$ cat src/rtl/store_buffer.sv
// Posted-write store buffer between the memory stage and a shared RAM port.
// Define STORE_BUF_FWD_EN to enable store-to-load forwarding.
module store_buffer #(
  parameter int DEPTH  = 4,
  parameter int ADDR_W = 64,
  parameter int DATA_W = 64
) (
  input  logic              clk,
  input  logic              reset_n,
  input  logic              st_valid,
  output logic              st_ready,
  input  logic [ADDR_W-1:0] st_addr,
  input  logic [DATA_W-1:0] st_data,
  input  logic              ld_req,
  input  logic [ADDR_W-1:0] ld_addr,
  output logic [DATA_W-1:0] ld_data,
  output logic              ld_stall,
  output logic [ADDR_W-1:0] ram_address,
  output logic              ram_read_en,
  output logic              ram_write_en,
  output logic [DATA_W-1:0] ram_data_in,
  input  logic [DATA_W-1:0] ram_out,
  output logic              empty
);

  localparam int PW = (DEPTH > 1) ? $clog2(DEPTH) : 1;
  localparam logic [PW:0] FULL_CNT = (PW+1)'(DEPTH);

  logic [ADDR_W-1:0] mem_addr [DEPTH];
  logic [DATA_W-1:0] mem_data [DEPTH];
  logic [PW-1:0]     head;
  logic [PW-1:0]     tail;
  logic [PW:0]       count;
  logic              full;
  logic              push;
  logic              pop;

  assign full     = (count == FULL_CNT);
  assign empty    = (count == '0);
  assign st_ready = !full;
  assign push     = st_valid && !full;

`ifdef STORE_BUF_FWD_EN
  logic              hit;
  logic [DATA_W-1:0] hit_data;
  logic [PW-1:0]     idx;

  // Walk oldest to youngest so the last match wins.
  always_comb begin
    hit      = 1'b0;
    hit_data = '0;
    idx      = '0;
    for (int i = 0; i < DEPTH; i++) begin
      idx = head + PW'(i);
      if ((PW+1)'(i) < count && mem_addr[idx] == ld_addr) begin
        hit      = 1'b1;
        hit_data = mem_data[idx];
      end
    end
  end
`endif

  always_comb begin
    ram_address  = '0;
    ram_read_en  = 1'b0;
    ram_write_en = 1'b0;
    ram_data_in  = '0;
    ld_data      = '0;
    ld_stall     = 1'b0;
    pop          = 1'b0;
`ifdef STORE_BUF_FWD_EN
    if (full) begin
      pop      = 1'b1;
      ld_stall = ld_req && !hit;
      if (ld_req && hit)
        ld_data = hit_data;
    end else if (ld_req && !hit) begin
      ram_read_en = 1'b1;
      ram_address = ld_addr;
      ld_data     = ram_out;
    end else if (!empty) begin
      pop = 1'b1;
      if (ld_req)
        ld_data = hit_data;
    end
`else
    if (!empty) begin
      pop      = 1'b1;
      ld_stall = ld_req;
    end else if (ld_req) begin
      ram_read_en = 1'b1;
      ram_address = ld_addr;
      ld_data     = ram_out;
    end
`endif
    if (pop) begin
      ram_write_en = 1'b1;
      ram_address  = mem_addr[head];
      ram_data_in  = mem_data[head];
    end
  end

  always_ff @(posedge clk) begin
    if (push) begin
      mem_addr[tail] <= st_addr;
      mem_data[tail] <= st_data;
    end
  end

  always_ff @(posedge clk or negedge reset_n) begin
    if (!reset_n) begin
      head  <= '0;
      tail  <= '0;
      count <= '0;
    end else begin
      if (push)
        tail <= tail + 1'b1;
      if (pop)
        head <= head + 1'b1;
      unique case ({push, pop})
        2'b10:   count <= count + 1'b1;
        2'b01:   count <= count - 1'b1;
        default: count <= count;
      endcase
    end
  end

endmodule

$ cat config.mk
export PLATFORM = sky130hd
export DESIGN_NAME = store_buffer
export DESIGN_NICKNAME = d
export VERILOG_FILES = /design/src/rtl/store_buffer.sv
export SDC_FILE = /design/constraint.sdc
export NUM_CORES = 1
export LEC_CHECK = 0
export ABC_AREA = 1
export BUFFER_PORTS_ARGS = -buffer_cell sky130_fd_sc_hd__buf_2
export CORE_ASPECT_RATIO = 1.75
export CORE_MARGIN = 4
export CORE_UTILIZATION = 41
export DETAILED_ROUTE_END_ITERATION = 12
export PLACE_DENSITY = 0.6
export REMOVE_ABC_BUFFERS = 1
export SYNTH_ARGS = -nofsm -noshare
export SYNTH_HDL_FRONTEND = slang
export SYNTH_SLANG_ARGS = --single-unit
export TNS_END_PERCENT = 10
$ cat constraint.sdc
create_clock -name clk -period 9.8 [get_ports clk]
set_clock_uncertainty 0.2 [all_clocks]
set_input_delay 1.47 -clock clk [delete_from_list [all_inputs] [get_ports clk]]
set_output_delay 1.47 -clock clk [all_outputs]
set_load 0.1 [all_outputs]
# --- Word-level counts from Yosys, hierarchy flattened ---
# Memories as Yosys holds them, arrays and structs flattened.
# Index checks and enable logic that the tools add are counted.
# W data, S select, Z words.
word_totals:
  output_inout_bits: 197
  regBits: 7
  mem_bits_rw: 512
  wordCells: 28
  in_bits: 260
  n_memories: 2
classes:
  addsub: 4
  n_reduce_logical: 4
  mux: 12
  eq_ne: 3
mem_list:
  columns: ["name", "words", "word_bits", "rd", "rd_ports_with_merged_regs", "write_ports", "line", "source"]
  rows:
  - ["mem_addr", 4, 64, 1, 0, 1, "29", "logic [ADDR_W-1:0] mem_addr [DEPTH];"]
  - ["mem_data", 4, 64, 1, 0, 1, "30", "logic [DATA_W-1:0] mem_data [DEPTH];"]
op_table:
  columns: ["op", "count"]
  rows:
  - ["$mux W64", 5]
  - ["$mux W1", 6]
  - ["$pmux W3 S2", 1]
  - ["$add A2 B1 Y2 const B", 2]
  - ["$add A3 B1 Y3 const B", 1]
  - ["$eq A3 B3 Y1 const B", 1]
  - ["$logic_not A3 Y1", 1]
  - ["$sub A3 B1 Y3 const B", 1]
  - ["$eq A2 B1 Y1 const B", 1]
  - ["$eq A2 B2 Y1 const B", 1]
  - ["$reduce_bool A2 Y1", 1]
  - ["$logic_and A1 B1 Y1", 1]
  - ["$logic_not A1 Y1", 1]

# --- Longest topological paths before layout ---
# Gate-level depths: netlist of the first run.
depth:
  word_depth: 5
  ltp_mapped: 10
  ltp_nobuf: 9

# --- Least setup slack after synthesis of the first run ---
# No wires, ideal clock.
synth_timing:
  kind: "input-to-reg"
  startpoint: "input st_valid"
  endpoint: "memory mem_addr[0][0], enable pin"
  required_ps: 8983
  setup_slack_ps: 1957
  setup_ps: 617
  arrival_ps: 7026
  n_path_buf: 0
  cell_stages: 2
  cell_sequence: "nand2_1 -> nor2_1"
synth_between:
  elab_chain_len: 3
synth_rtl:
  columns: ["element", "line", "source"]
  rows:
  - ["from (decl)", "10", "input logic st_valid,"]
  - ["$logic_and A1 B1 Y1", "41", "assign push = st_valid && !full;"]
  - ["$mux W1", "104", "if (push) begin"]
  - ["$mux W1 (implied by the code)", "105", "mem_addr[tail] <= st_addr;"]
  - ["to (decl)", "29", null]
# No other way between the ends.

# --- Worst setup path in the final report of the first run ---
layout_timing:
  startpoint: "input ld_req"
  endpoint: "output ram_address[35]"
layout_between:
  elab_chain_len: 2
layout_rtl:
  columns: ["element", "line", "source"]
  rows:
  - ["from (decl)", "14", "input logic ld_req,"]
  - ["$mux W64", "90", "end else if (ld_req) begin"]
  - ["$mux W64", "96", "if (pop) begin"]
  - ["to (decl)", "18", "output logic [ADDR_W-1:0] ram_address,"]
# No other way between the ends.

==> results.cfg, run 1 <==
[die]
io_pins = 457
initial_utilization_pct = 41.32
die-area_mm2 = 0.05559
rows = 110
dieWidth_um = 179.9
core_area_mm2 = 0.05134
die_h_um = 308.9

[synthesis]
synth_cell_types = 20
yosysWarningCount = 0
yosysSeqAreaShare_pct = 73.30
synthArstFlopShare_pct = 1.349
ys_seq_elements = 519
avgSynthCellArea_um2 = 11.48
ys.flop_type = edfxtp_1
synth_cells = 1848
synth_area_mm2 = 0.02121
synth_edf_count = 512

[sta]
fin_crit_ns = 5.507
fmax_mhz = 181.6
hold_viol_final = 0
worst_slack_ns = 4.293
worstMarginPinSlew_ns = 1.039
period_share_pct = 56.19
finalSetupTns_ns = 0
drv_slew = 0
setup_viol = 0
rsz0062_at_grt = false
slew_headroom_pct = 30.75

[layout]
synthToLayoutAreaGrowth_pct = 20.28
design_area_mm2 = 0.02552
drive_above_1_share_pct = 24.28
n_fill_cell = 4565
fin_nets = 2519

[setup_path]
ff2ff_setup_slack_ns = 6.87
rr_startpoint = count[0]
crit_type = primary input to output pin
path_max_fanout = 63
max_stage_delay_ns = 0.55
cp-end-kind = output pin
cp.required_ns = 8.13
critPathLaunchType = primary input
cpMaxStageDelayCell = buf_4
worstReg2RegEnd = mem_data[3][51]
crit_chain = buf_2 > buf_4 > nand2_1 > inv_2 > buf_4 > nand2_1 > nand2_1 > buf_2
cp.arrival_ns = 3.84
rr_worst_depth = 6
cpMostUsedCell = nand2_1

[detailed_routing]
wl_per_cell_um = 18.89
ant_nets = 0
drc_errors = 0
drtPass1Iterations = 5
vias = 15030
wl_mm = 56.12
drt_iter0_drc = 874
viasPerCell = 5.060

[clock_network]
cts.clk_slew.worst_paths_ns = 0.06
cts_tree = yes
postCtsHoldBufs = 0
clk_path_buf_depth = 3
cts_resized = 0
insertion_delay_ns = 0.54
post_cts.repair.setup_buffers = 0
h-tree-depth = 2
cts.sinks = 519
root_buffer = clkbuf_16
cts_buffers = 45

[hold_path]
worstHoldEndpoint = count[2]
hold-path-cell-count = 2
hold_class = register to register
hp-start = count[2]

[global_routing]
grt_overflow_total = 0
antenna_found_initial = 12
grt_usage_pct = 19.36
grt_pass1_wl_mm = 84.37
grt_pass1_vias = 14630
grt_max_degree = 101

[placed_design]
dpl_worst_slack_ns = 4.266
gp_congestion = 0.9455
port_buffers = 456
place_area_mm2 = 0.02400
hpwl_mm = 33.99

[status]
outcome = complete, no violations

[job]
cap_violations = 0
[worst max-delay path, delay by kind of cell]
kind / cells / cell delay, ns
and+or+nand+nor: 3 / 0.34
buffers and inverters: 5 / 1.93
[cells in the final DEF (no fill, tap or decap)]
master | synthesis | layout
clkbuf_8 | 0 | 3
o21ai_0 | 128 | 128
ha_1 | 4 | 4
inv_4 | 0 | 1
nand2_4 | 0 | 1
clkinvlp_4 | 0 | 4
clkbuf_1 | 57 | 6
nor2_4 | 0 | 4
nand3_1 | 199 | 199
clkinv_4 | 0 | 2
nand2_1 | 463 | 463
bufinv_16 | 0 | 6
xor2_1 | 3 | 3
clkinv_2 | 0 | 3
a21oi_1 | 65 | 65
inv_6 | 0 | 3
inv_1 | 14 | 13
dfrtp_1 | 7 | 5
clkinv_1 | 0 | 12
clkbuf_16 | 0 | 45
diode_2 | 0 | 9
buf_4 | 1 | 23
dfrtp_4 | 0 | 2
fa_1 | 1 | 1
buf_2 | 43 | 456
inv_2 | 3 | 2
edfxtp_1 | 512 | 512
nor2_2 | 1 | 1
nand4_1 | 1 | 1
nor2_1 | 326 | 322
[final cells by class]
type / instances / area [um^2] / share of cell area (%)
timing repair buffer: 479 / 2455 / 9.621
tap: 672 / 840.8 / 3.295
antenna: 9 / 22.52 / 0.08827
clock inverter: 29 / 305.3 / 1.196
inverter: 17 / 71.32 / 0.2795
clock buffer: 54 / 1190 / 4.663
multi-input combinational: 1192 / 5074 / 19.88
sequential: 519 / 15560 / 60.97
[registers in the layout, summed over array words and instances (netlist names)]
signal    count
count         3
head          2
mem_addr    256
mem_data    256
tail          2
[cells by family (layout without fill, tap and decap cells)]
| group | after synthesis | count (layout) | share of synthesized area [%] |
|---|---|---|---|
| other | 0 | 9 | 0 |
| AND/OR/NAND/NOR | 991 | 991 | 18.74 |
| flip-flops | 519 | 519 | 73.30 |
| adder cells (fa/ha/maj) | 5 | 5 | 0.3303 |
| buffers and inverters | 137 | 579 | 2.943 |
| AO/OA/AOI/OAI | 193 | 193 | 4.553 |
| XOR/XNOR | 3 | 3 | 0.1239 |
[through the flow]
step | util [%] | cells | hold WS, ns
6_report | 49.70 | 2971 | 0.3290
5_1_grt | 49.69 | 2968 | 0.3784
4_1_cts | 49.66 | 2962 | 0.3329
3_5_place_dp | 46.75 | 2879 | 0.3123
3_3_place_gp | 46.75 | 2879 | 0.3141
2_1_floorplan | - | 1728 | 0.2893
[cells in the mapped netlist (3+ instances only)]
library cell	n	area, um^2
nor2_1	326	1224
xor2_1	3	26.28
o21ai_0	128	640.6
nand2_1	463	1738
inv_2	3	11.26
buf_1	12	45.04
ha_1	4	50.05
buf_2	43	215.2
a21oi_1	65	325.3
nand3_1	199	996.0
dfrtp_1	7	175.2
buf_6	7	78.83
clkbuf_1	57	214.0
edfxtp_1	512	15370
inv_1	14	52.55
[per-layer routing]
| layer | global-route usage, % | share of wire (%) | vias up |
|---|---|---|---|
| li1 | - | - | 7192 |
| met1 | 22.58 | 38 | 7251 |
| met2 | 35.57 | 53 | 504 |
| met3 | 4.094 | 7.0 | 79 |
| met4 | 6.455 | 2.4 | 6 |
| met5 | 0 | 0.075 | - |
[how the worst max path moves through the flow]
stage,start,to,slack (ns),depth (start not counted)
after floorplan,head[0],ram_address[0],-0.56,5
after global placement,ld_req,ram_address[62],4.40,8
after detailed placement,ld_req,ram_address[35],4.27,8
after CTS,head[0],ram_data_in[1],4.22,7
after global routing,head[0],ram_data_in[52],4.00,7
final,ld_req,ram_address[35],4.29,8
Power of run 1 is left out: the tool's default activity adds up to more than one toggle a clock period on the data nets, which glitch-free logic cannot reach.
==> run 2: changes to the inputs <==
clock period = 5.18 ns   (was 9.8 ns; I/O delays follow)
==> run 2 against run 1 <==
Wire length increased by 2.9%. Die area unchanged. Critical path depth decreased by 3.
==> results.cfg, run 2 (same netlist as run 1, synthesis figures left out) <==
[status]
outcome = complete, no violations

[sta]
slew_headroom_pct = 33.04
hold_slack_ns = 0.2329
period_share_pct = 85.27
fmax_mhz = 226.4
worstMarginPinSlew_ns = 1.004
fin_crit_ns = 4.417
hold_viol_final = 0
setup_viol = 0
rsz0062_at_grt = false
drv_slew = 0

[clock_network]
cts.clk_slew.worst_paths_ns = 0.06
cts_tree = yes
post_cts.repair.setup_buffers = 0
h-tree-depth = 2
root_buffer = clkbuf_16
postCtsHoldBufs = 1
insertion_delay_ns = 0.55
cts.sinks = 519
cts_buffers = 46
clk_path_buf_depth = 3
cts_resized = 0

[layout]
synthToLayoutAreaGrowth_pct = 21.20
reg_top3 = mem_addr: 256 flops, mem_data: 256 flops, count: 3 flops
fin_util_pct = 50.08
final_cell_mix = edfxtp_1, nand2_1, buf_2
design_area_mm2 = 0.02571
n_fill_cell = 4507
fin_nets = 2524
multiInputGateArea_mm2 = 0.005074
drive_above_1_share_pct = 24.08
final_common_cell = edfxtp_1
seq_area_mm2 = 0.01556

[setup_path]
critPathLaunchType = register
cp-end-kind = output pin
ff2ff_setup_slack_ns = 2.46
crit_type = register to output pin
cp.required_ns = 4.20
path_max_fanout = 84
cp.arrival_ns = 3.44

[detailed_routing]
drc_errors = 0
drt_iter0_drc = 896
wl_mm = 57.73
ant_nets = 0
drtPass1Iterations = 5
wl_per_cell_um = 19.44
viasPerCell = 5.105
vias = 15160

[hold_path]
hold_class = primary input to register

[global_routing]
grt_usage_pct = 19.82
antenna_found_initial = 15
grt_overflow_total = 0
grt_pass1_wl_mm = 86.47
grt_max_degree = 122
grt_pass1_vias = 14970

[die]
io_pins = 457
initial_utilization_pct = 41.32
rows = 110
dieWidth_um = 179.9
core_area_mm2 = 0.05134
die-area_mm2 = 0.05559
die_h_um = 308.9

[placed_design]
place_area_mm2 = 0.02431
gp_congestion = 0.8844
port_buffers = 456
hpwl_mm = 35.39

[job]
cap_violations = 0
run 2: final cells by class:
class / instances / area share [%]
tap: 672 / 3.270
timing repair buffer: 483 / 10.79
multi-input combinational: 1192 / 19.73
sequential: 519 / 60.51
clock inverter: 26 / 0.6716
inverter: 17 / 0.2774
antenna: 5 / 0.04867
clock buffer: 55 / 4.691
run 2: stage by stage:
stage	TNS (ns)	worst slack, ns	cells
6_report	0	0.7629	2969
5_1_grt	0	0.5380	2969
4_1_cts	0	0.6837	2964
3_5_place_dp	0	1.284	2882
3_3_place_gp	0	1.321	2882
2_1_floorplan	-1844.53	-4.487	1728
run 2: path summary, 6_finish.rpt:
kind,to,from,cells past startpoint
setup / recovery,ram_data_in[31],head[0],5
hold / removal,mem_data[3][15],st_data[15],1
setup reg to reg,mem_addr[0][59],count[1],5
hold reg to reg,count[2],count[2],2
max in group asynchronous,head[0],reset_n,2
min in group asynchronous,tail[0],reset_n,2
run 2: critical path, stage by stage, from the launching register on:
cell and delay [ns]:
dfrtp_4 0.82, inv_6 0.60, buf_12 0.39, o21ai_0 0.15
a21oi_1 0.31, buf_2 0.50
run 2: metal layers:
| metal | wire length (um) | track usage (%) | vias to the layer above |
|---|---|---|---|
| met5 | 67 | 0 | - |
| met4 | 1714 | 6.881 | 10 |
| met3 | 3774 | 3.882 | 105 |
| met2 | 30480 | 36.98 | 560 |
| met1 | 21690 | 22.69 | 7279 |
| li1 | - | - | 7204 |
Power of run 2 is left out for the same reason.
==> run 3: changes to the inputs <==
GPL_TIMING_DRIVEN = 0   (was not set)
PLACE_DENSITY = 0.62   (was 0.6)
clock period = 3.75 ns   (was 5.18 ns; I/O delays follow)
==> run 3 against run 2 <==
Clock-buffer cell count is the same. Sequential share of layout area shrank 4.9 points. Cell count grew 4.5%. Critical path depth grew 5. Via count grew 4.4%. Worst hold slack lost 0.21 ns.
==> results.cfg, run 3 (same netlist as run 1, synthesis figures left out) <==
[sta]
fmax_mhz = 275.6
hold_viol_final = 0
drv_slew = 0
slew_headroom_pct = 44.77
fin_crit_ns = 3.628
rsz0062_at_grt = true
period_share_pct = 96.74
hold_slack_ns = 0.02382
setup_viol = 0
worst_slack_ns = 0.1221
finalSetupTns_ns = 0
worstMarginPinSlew_ns = 0.8265

[layout]
reg_top3 = mem_addr: 256 flops, mem_data: 256 flops, count: 3 flops
fin_nets = 2654
synthToLayoutAreaGrowth_pct = 31.96
drive_above_1_share_pct = 24.38
design_area_mm2 = 0.02799
final_common_cell = edfxtp_1
final_cell_mix = edfxtp_1, nand2_1, buf_2

[detailed_routing]
drt_iter0_drc = 921
drc_errors = 0
viasPerCell = 5.102
ant_nets = 0
wl_mm = 62.07
vias = 15830
wl_per_cell_um = 20.01
drtPass1Iterations = 5

[die]
initial_utilization_pct = 41.32
die_h_um = 308.9
die-area_mm2 = 0.05559
dieWidth_um = 179.9
core_area_mm2 = 0.05134
rows = 110
io_pins = 457

[hold_path]
hold_class = primary input to register
hp-start = st_addr[22]

[setup_path]
startpoint = count[2]
crit_type = register to output pin
cp-end-kind = output pin
rr_startpoint = count[0]
critPathLaunchType = register
cpMaxStageDelayCell = dfrtp_1
ff2ff_setup_slack_ns = 0.95
rr_worst_depth = 7
cp.arrival_ns = 2.87
endpoint = ram_address[41]
path_max_fanout = 29
max_stage_delay_ns = 0.43
cp.required_ns = 2.99
worstReg2RegEnd = mem_data[2][37]
crit_chain = clkinvlp_4 > nand2_8 > buf_16 > inv_8 > buf_16 > nand2_8 > inv_16 > nand2_1 > nand2_1 > buf_4

[global_routing]
grt_max_degree = 145
grt_pass1_wl_mm = 91.76
antenna_found_initial = 5
grt_usage_pct = 21.38
grt_overflow_total = 0
grt_pass1_vias = 15720

[placed_design]
hpwl_mm = 35.84
place_area_mm2 = 0.02453
dpl_worst_slack_ns = -0.9912
gp_congestion = 0.9677
port_buffers = 456

[clock_network]
clk_path_buf_depth = 3
cts.sinks = 519
insertion_delay_ns = 0.55
cts_buffers = 45
cts.clk_slew.worst_paths_ns = 0.07
root_buffer = clkbuf_16
h-tree-depth = 2
cts_tree = yes

[job]
cap_violations = 0

[status]
outcome = complete, no violations
## run 3: what timing repair did
item | in CTS | in global routing
hold endpoints to repair | 421 | 0
setup buffers | 9 | 1
pin swaps | 2 | 0
setup endpoints to repair | 125 | 25
cloned | 11 | 0
hold buffers | 107 | 0
gates resized for setup | 152 | 13
## run 3: per-stage QoR
| stage | std cells | util, % |
|---|---|---|
| after global routing | 3098 | 54.51 |
| after CTS | 3095 | 54.39 |
| after floorplan | 1728 | - |
| after global placement | 2856 | 46.31 |
| after detailed placement | 2886 | 47.79 |
| final | 3102 | 54.53 |
## run 3: final cells by class
type	instances	area [um^2]
fill	4257	23340
clock inverter	27	355.3
inverter	17	120.1
tap	672	840.8
clock buffer	55	1206
antenna	6	15.01
sequential	519	15560
timing repair buffer	607	4706
multi-input combinational	1193	5115
timing repair inverter	6	76.32
## run 3: per-layer routing
metal  routed length [um]  vias to the layer above  track usage (%)
met4                 2600                        0            8.423
met3                 3852                      118            3.729
met5                    0                        -                0
met1                22600                     7634            23.69
met2                33020                      593            40.62
li1                     -                     7482                -
## run 3: worst min path at each step
stage          cells past startpoint         endpoint  slack [ns]
2_1_floorplan                      0         count[0]        0.07
3_3_place_gp                       1         count[1]        0.20
3_5_place_dp                       1         count[1]        0.21
4_1_cts                            1  mem_addr[1][22]      0.0002
5_1_grt                            1  mem_addr[2][44]       0.008
6_report                           1  mem_addr[1][22]        0.02
## run 3: critical path: cells and delay by family (launching register included)
kind,cells,cell delay (ns)
buffers and inverters,6,1.29
AND/OR/NAND/NOR,4,0.49
flip-flops,1,0.43
Power of run 3 is left out for the same reason.
